===== src/rtl/lfsr_rand_stream.sv =====
// Fibonacci-LFSR random source with selectable width, multi-step decorrelation,
// runtime seed loading with a lock-up guard, and a valid/ready output stream.
module lfsr_rand_stream #(
    parameter int unsigned LFSR_W = 24,
    parameter int unsigned OUT_W  = 12,
    parameter int unsigned STEPS  = 1,
    parameter logic [31:0] SEED   = 32'h0012_3456
) (
    input  logic              clk,
    input  logic              reset_n,
    input  logic              enable,
    input  logic              seed_load,
    input  logic [LFSR_W-1:0] seed_in,
    output logic [OUT_W-1:0]  rand_num,
    output logic              rand_valid,
    input  logic              rand_ready,
    output logic              busy
);

    localparam int unsigned CNT_W = $clog2(STEPS + 1);

    // Tap masks for the supported maximal-length polynomials.
    localparam logic [31:0] TAP_ALL = (LFSR_W == 16) ? 32'h0000_D008 :
                                      (LFSR_W == 24) ? 32'h00E1_0000 :
                                                       32'h8020_0003;
    localparam logic [LFSR_W-1:0] TAPS   = TAP_ALL[LFSR_W-1:0];
    localparam logic [LFSR_W-1:0] SEED_W = SEED[LFSR_W-1:0];

    if (!(LFSR_W == 16 || LFSR_W == 24 || LFSR_W == 32)) begin : g_bad_lfsr_w
        $error("lfsr_rand_stream: LFSR_W must be 16, 24 or 32");
    end
    if (OUT_W < 1 || OUT_W > LFSR_W) begin : g_bad_out_w
        $error("lfsr_rand_stream: OUT_W must be in 1..LFSR_W");
    end
    if (STEPS < 1 || STEPS > LFSR_W) begin : g_bad_steps
        $error("lfsr_rand_stream: STEPS must be in 1..LFSR_W");
    end
    if (SEED_W == '0) begin : g_bad_seed
        $error("lfsr_rand_stream: SEED low LFSR_W bits must be nonzero");
    end

    typedef enum logic [1:0] {
        IDLE  = 2'd0,
        SHIFT = 2'd1,
        VALID = 2'd2
    } state_t;

    state_t            state;
    logic [LFSR_W-1:0] lfsr;
    logic [CNT_W-1:0]  cnt;
    logic [LFSR_W-1:0] lfsr_next_c;
    logic              last_step_c;

    assign lfsr_next_c = {lfsr[LFSR_W-2:0], ^(lfsr & TAPS)};
    assign last_step_c = (cnt == CNT_W'(STEPS - 1));

    // Seed load overrides everything; a handshake in the same cycle is consumed.
    always_ff @(posedge clk or negedge reset_n) begin
        if (!reset_n) begin
            state      <= IDLE;
            lfsr       <= SEED_W;
            cnt        <= '0;
            rand_num   <= '0;
            rand_valid <= 1'b0;
            busy       <= 1'b0;
        end else if (seed_load) begin
            state      <= IDLE;
            lfsr       <= (seed_in == '0) ? SEED_W : seed_in;
            cnt        <= '0;
            rand_num   <= '0;
            rand_valid <= 1'b0;
            busy       <= 1'b0;
        end else begin
            case (state)
                IDLE: begin
                    if (enable) begin
                        state <= SHIFT;
                        cnt   <= '0;
                        busy  <= 1'b1;
                    end
                end
                SHIFT: begin
                    if (enable) begin
                        lfsr <= lfsr_next_c;
                        if (last_step_c) begin
                            rand_num   <= lfsr_next_c[OUT_W-1:0];
                            rand_valid <= 1'b1;
                            cnt        <= '0;
                            busy       <= 1'b0;
                            state      <= VALID;
                        end else begin
                            cnt <= cnt + CNT_W'(1);
                        end
                    end
                end
                VALID: begin
                    if (rand_valid && rand_ready) begin
                        rand_valid <= 1'b0;
                        if (enable) begin
                            state <= SHIFT;
                            busy  <= 1'b1;
                        end else begin
                            state <= IDLE;
                        end
                    end
                end
                default: begin
                    state      <= IDLE;
                    cnt        <= '0;
                    rand_valid <= 1'b0;
                    busy       <= 1'b0;
                end
            endcase
        end
    end

endmodule


===== config.mk =====
export PLATFORM = sky130hd
export DESIGN_NAME = lfsr_rand_stream
export DESIGN_NICKNAME = d
export VERILOG_FILES = /design/src/rtl/lfsr_rand_stream.sv
export SDC_FILE = /design/constraint.sdc
export NUM_CORES = 1
export LEC_CHECK = 0
export BUFFER_PORTS_ARGS = -buffer_cell sky130_fd_sc_hd__clkbuf_2
export CAP_MARGIN = 40
export CELL_PAD_IN_SITES_DETAIL_PLACEMENT = 0
export CELL_PAD_IN_SITES_GLOBAL_PLACEMENT = 2
export CORE_ASPECT_RATIO = 1.2
export CORE_MARGIN = 3
export CORE_UTILIZATION = 32
export CTS_CLUSTER_SIZE = 12
export DETAILED_ROUTE_END_ITERATION = 7
export PLACE_DENSITY_LB_ADDON = 0.1
export SYNTH_ARGS = -nofsm -noshare
export SYNTH_HDL_FRONTEND = slang
export SYNTH_SLANG_ARGS = --single-unit

===== constraint.sdc =====
create_clock -name clk -period 1.4 [get_ports clk]
set_input_delay 0.21 -clock clk [delete_from_list [all_inputs] [get_ports clk]]
set_output_delay 0.21 -clock clk [all_outputs]
set_load 0.05 [all_outputs]

==> results of run 1 <==
[power by group]
group / internal, W / switching, W
Combinational: 0.000196 / 0.000273
Sequential: 0.00127 / 0.0000627
Clock: 0.000394 / 0.000406
Total: 0.00186 / 0.000741
[timing repair]
item,in CTS,in global routing
hold endpoints to repair,31,0
hold buffers,1,0
setup endpoints to repair,0,1
gates resized for setup,0,4
[per-stage QoR]
| step | setup TNS [ns] | instance area (µm²) | hold slack (ns) | util (%) | worst slack (ns) |
|---|---|---|---|---|---|
| 2_1_floorplan | 0 | 1840 | -0.0856 | - | 0.0478 |
| 3_3_place_gp | -0.266 | 2190 | 0.201 | 40.2 | -0.0551 |
| 3_5_place_dp | -0.698 | 2190 | 0.205 | 40.2 | -0.127 |
| 4_1_cts | 0 | 2290 | 0.127 | 42.1 | 0.0788 |
| 5_1_grt | 0 | 2320 | 0.129 | 42.7 | 0.0226 |
| 6_report | 0 | 2320 | 0.134 | 42.7 | 0.0858 |
[layout make-up]
type | instances | share of cell area, %
repair buffers | 54 | 15.4
clock inverters | 2 | 0.431
clock buffers | 6 | 3.55
multi-input cells | 138 | 33.6
flip-flops and latches | 40 | 43.7
well taps | 62 | 3.34
[state kept, by name, indices dropped and copies added, names as in the netlist]
name,cells
busy,1
state,2
rand_num,12
lfsr,24
rand_valid,1
[worst min-delay path by stage]
stage | startpoint | to | slack, ns
after global placement | reset_n | busy | 0.20
final | seed_in[7] | lfsr[7] | 0.13
after detailed placement | reset_n | rand_valid | 0.20
after global routing | seed_in[5] | lfsr[5] | 0.13
after floorplan | reset_n | busy | -0.09
after CTS | seed_in[7] | lfsr[7] | 0.13
[cells in the final DEF (no fill, tap or decap), drive strengths merged, types with 5 or more instances in the layout]
cell type and n:
a21o 6, a21oi 29, a2bb2oi 5, buf 10
clkbuf 49, dfrtp 31, dfstp 9, mux2i 8
nand2 44, nor2 13, nor4 6, o21ai 9
[critical path: stages (launching register included)]
cell and delay [ns]:
dfrtp_2 0.44, and3b_2 0.32, buf_12 0.16, mux2i_1 0.19, o21ai_0 0.08
[per-layer routing]
layer,GRT usage (%),up-vias,routed length (µm)
li1,-,761,-
met1,17.1,734,1970
met2,23.8,29,2180
met3,4.05,7,194
met4,5.25,0,68
met5,0,-,0
[cell families after synthesis]
| kind of cell | share of synthesized area (%) |
|---|---|
| buffers and inverters | 2.99 |
| flip-flops | 54.9 |
| XOR/XNOR | 1.43 |
| multiplexers | 4.35 |
| AO/OA/AOI/OAI | 19.5 |
| AND/OR/NAND/NOR | 16.8 |
==> flow_summary.toml, run 1 <==
[finish]
multi_input_area_um2 = 781
syn2layout_area_growth_pct = 26.1
drive_gt1_share_pct = 32.9
regArea_um2 = 1010
nNetsFinal = 268
n_fill_cell = 567
instances_no_fill = 302
diodes = 0

[sta]
hold_viol = 0
period_needed_ns = 1.31
slew_violations = 0
maxSlewHeadroom_pct = 74.4
post-route-period-util_pct = 93.9
worst_pin_slew_ns = 0.374
setup_viol = 0
finClkSkew_ns = 0.00982
rsz0062_at_grt = "false"
fmax_mhz = 761

[detailed_routing]
drt_wl_total_um = 4410
routed_via_density = 5.07
final_antenna_net_count = 0
drtPass1Iterations = 4
drtIter0Drc = 54
route.detailed.drc = 0
post_drt_wl_per_cell_um = 14.6
via_count = 1531

[synth]
ys.flop_type = "dfrtp_1"
yosysMostFrequentCell = "nand2_1"
yosys.cell_types.count = 25
yosysTopAreaCellShare_pct = 42.1
synth_edf_count = 0
yosys_warnings = 0
synth_area_leaders = "dfrtp_1 (42%), dfstp_2 (13%), nand2_1 (9.0%)"
ys_seq_area_share_pct = 54.9
ys_ff_latch = 40
syn_area_per_cell_um2 = 9.70
synth_fp_nets = 219
netlist_area_um2 = 1840
yosysTopAreaCell = "dfrtp_1"
synthTopCellsByCount = "nand2_1 (44), dfrtp_1 (31), a21oi_1 (29)"
netlist_instances = 190
async_flop_share_pct = 100

[min_path]
hold_depth = 2
hp-class = "in2reg"

[global_routing]
grt_pass1_wl_um = 7180
antenna_found_initial = 0
grt_pass1_vias = 1520
grt_max_degree = 41
grt-ovfl-total = 0
grt_util_all_layers_pct = 14.2

[die]
core-area_um2 = 5440
pin_count = 43
rows = 29
initial_core_util_pct = 33.9
fp.dieH_um = 89.1
die-area_um2 = 6710
fp.dieW_um = 75.3

[outcome]
outcome = "complete, no violations"

[setup_path]
setup.worst_path.end = "lfsr[23]"
reg2reg_depth = 4
cp.arrival_ns = 1.49
crit_required_ns = 1.57
r2r_start = "state[1]"
cp-start-kind = "flop"
cp_max_fo = 13
r2r_end = "lfsr[23]"
r2r_slack_ns = 0.09
end_kind = "flop"
path_class = "reg2reg"
critPathLaunch = "state[1]"

[cts]
cts_max_path_buffers = 2
cts_buffers = 5
clk_pin_slew_ns = 0.08
cts_tree = "done"
htree_levels = 2
cts-root-buf = "clkbuf_8"
insertion_delay_ns = 0.30
cts_setup_buffers = 0
clock-sinks = 40

[place]
placed_cells = 292
port-buffer-count = 42
dp_hpwl_um = 3060
gp_congestion = 0.794

[power_and_ir_drop]
total_power_w = 0.00260
leakagePower_nw = 1.09
p_per_area_nw_per_um2 = 1120
peakVddDrop_mv = 0.409

[flow_run]
cap_violations = 0
Power figures use the tool's default switching activity.
==> inputs of run 2 (changes only) <==
--- a/config.mk
+++ b/config.mk
@@ -9,7 +9,7 @@
 export CAP_MARGIN = 40
 export CELL_PAD_IN_SITES_DETAIL_PLACEMENT = 0
 export CELL_PAD_IN_SITES_GLOBAL_PLACEMENT = 2
-export CORE_ASPECT_RATIO = 1.2
+export CORE_ASPECT_RATIO = 1.25
 export CORE_MARGIN = 3
 export CORE_UTILIZATION = 32
 export CTS_CLUSTER_SIZE = 12
==> run 2 against run 1 <==
Register-to-register slack gained 0.04 ns. Setup slack better by 0.039 ns. Clock skew down 0.00051 ns.
==> flow_summary.toml, run 2 (synthesis results as in run 1) <==
[outcome]
outcome = "complete, no violations"

[place]
dp_hpwl_um = 3100
port-buffer-count = 42
placed_cells = 301
gp_congestion = 0.788
post_dp_cell_area_um2 = 2260

[cts]
htree_levels = 2
insertion_delay_ns = 0.29
cts_tree = "done"
clock-sinks = 40
cts_buffers = 5
cts-root-buf = "clkbuf_8"
clk_pin_slew_ns = 0.08
cts_max_path_buffers = 2

[flow_run]
cap_violations = 0

[setup_path]
reg2reg_depth = 5
critPathLaunch = "state[0]"
r2r_end = "lfsr[8]"
path_depth = 5
path_cells = "and3b_1 > buf_12 > nand2_1 > a21oi_1 > a21o_1"
cp.arrival_ns = 1.45
crit_required_ns = 1.58
r2r_start = "state[0]"
cp_top_family = "flip-flops"
cp_max_fo = 25
setup.worst_path.end = "lfsr[8]"
cp_slowest_stage_delay_ns = 0.45
path_class = "reg2reg"
cp-start-kind = "flop"
end_kind = "flop"
critPathSlowestCell = "dfrtp_2"
cp.buffers_inverters = 1
r2r_slack_ns = 0.12

[power_and_ir_drop]
peakVddDrop_mv = 0.591
p_per_area_nw_per_um2 = 1090
leakagePower_nw = 1.11

[sta]
worst_pin_slew_ns = 0.349
period_needed_ns = 1.28
maxSlewHeadroom_pct = 76.1
finClkSkew_ns = 0.00931
setup_viol = 0
hold_viol = 0
rsz0062_at_grt = "false"
fmax_mhz = 784
slew_violations = 0
post-route-period-util_pct = 91.1
final.setup.tns_ns = 0

[detailed_routing]
final_antenna_net_count = 0
routed_via_density = 4.98
drt_wl_total_um = 4390
via_count = 1545
route.detailed.drc = 0
drtPass1Iterations = 7
drtIter0Drc = 54
post_drt_wl_per_cell_um = 14.1

[finish]
final_common_cell = "nand2_1"
largest_reg_flops = 24
nNetsFinal = 274
n_fill_cell = 562
design_area_um2 = 2350
diodes = 0
layout_common_cells = "nand2_1 (44), clkbuf_2 (42), dfrtp_1 (30)"
regMostFlops = "lfsr"
syn2layout_area_growth_pct = 27.4
drive_gt1_share_pct = 32.5
instances_no_fill = 310
final_util_pct = 42.6
reg_top3 = "lfsr (24), rand_num (12), state (2)"

[die]
pin_count = 43
core-area_um2 = 5520
fp.dieW_um = 73.9
initial_core_util_pct = 33.4
rows = 30
die-area_um2 = 6710
fp.dieH_um = 90.9

[global_routing]
grt-ovfl-total = 0
met3_usage_pct = 4.01
grt_pass1_vias = 1571
grt_pass1_wl_um = 7430
gr-usage-met1_pct = 17.2
busiest_layer = "met2"
grt_max_degree = 41
antenna_found_initial = 0
use_met2_pct = 24.0
grt_util_all_layers_pct = 14.3

[min_path]
hp-class = "in2reg"
run 2: cell type report:
cell class,instances,area [µm²],area share (%)
clock buffers,7,76.3,3.25
clock inverters,1,5.00,0.213
flip-flops and latches,40,1010,43.2
well taps,64,80.1,3.41
repair buffers,60,398,16.9
multi-input cells,138,776,33.0
run 2: per-layer routing:
layer	share of wire, %	vias up
li1	-	769
met2	50	40
met1	43	730
met5	0	-
met4	1.6	0
met3	5.2	6
run 2: report_power, final:
| part | total [W] | switching [W] | internal [W] |
|---|---|---|---|
| Combinational | 0.000481 | 0.000277 | 0.000204 |
| Sequential | 0.00133 | 0.0000613 | 0.00127 |
| Clock | 0.000738 | 0.000388 | 0.000350 |
run 2: how the worst min path moves through the flow:
stage | start | endpoint | slack (ns) | cells after the start
floorplan | reset_n | busy | -0.09 | 0
global placement | reset_n | rand_valid | 0.20 | 2
detailed placement | reset_n | rand_valid | 0.21 | 2
CTS | seed_in[5] | lfsr[5] | 0.13 | 2
global route | seed_in[5] | lfsr[5] | 0.12 | 2
finish | seed_in[5] | lfsr[5] | 0.14 | 2
run 2: timing repair:
action | in CTS | in global routing
endpoints found under the hold margin | 31 | 0
setup endpoints to repair | 0 | 4
gates resized for setup | 0 | 1
hold buffers | 1 | 0
buffers inserted | 0 | 0
run 2: through the flow:
| step | hold slack (ns) | total power, W | setup slack (ns) |
|---|---|---|---|
| final | 0.140 | 0.00255 | 0.125 |
| after global routing | 0.119 | 0.00272 | 0.0182 |
| after CTS | 0.134 | 0.00261 | 0.0728 |
| after detailed placement | 0.207 | 0.00185 | -0.0765 |
| after global placement | 0.203 | 0.00184 | -0.0415 |
| after floorplan | -0.0856 | 0.00164 | 0.0478 |
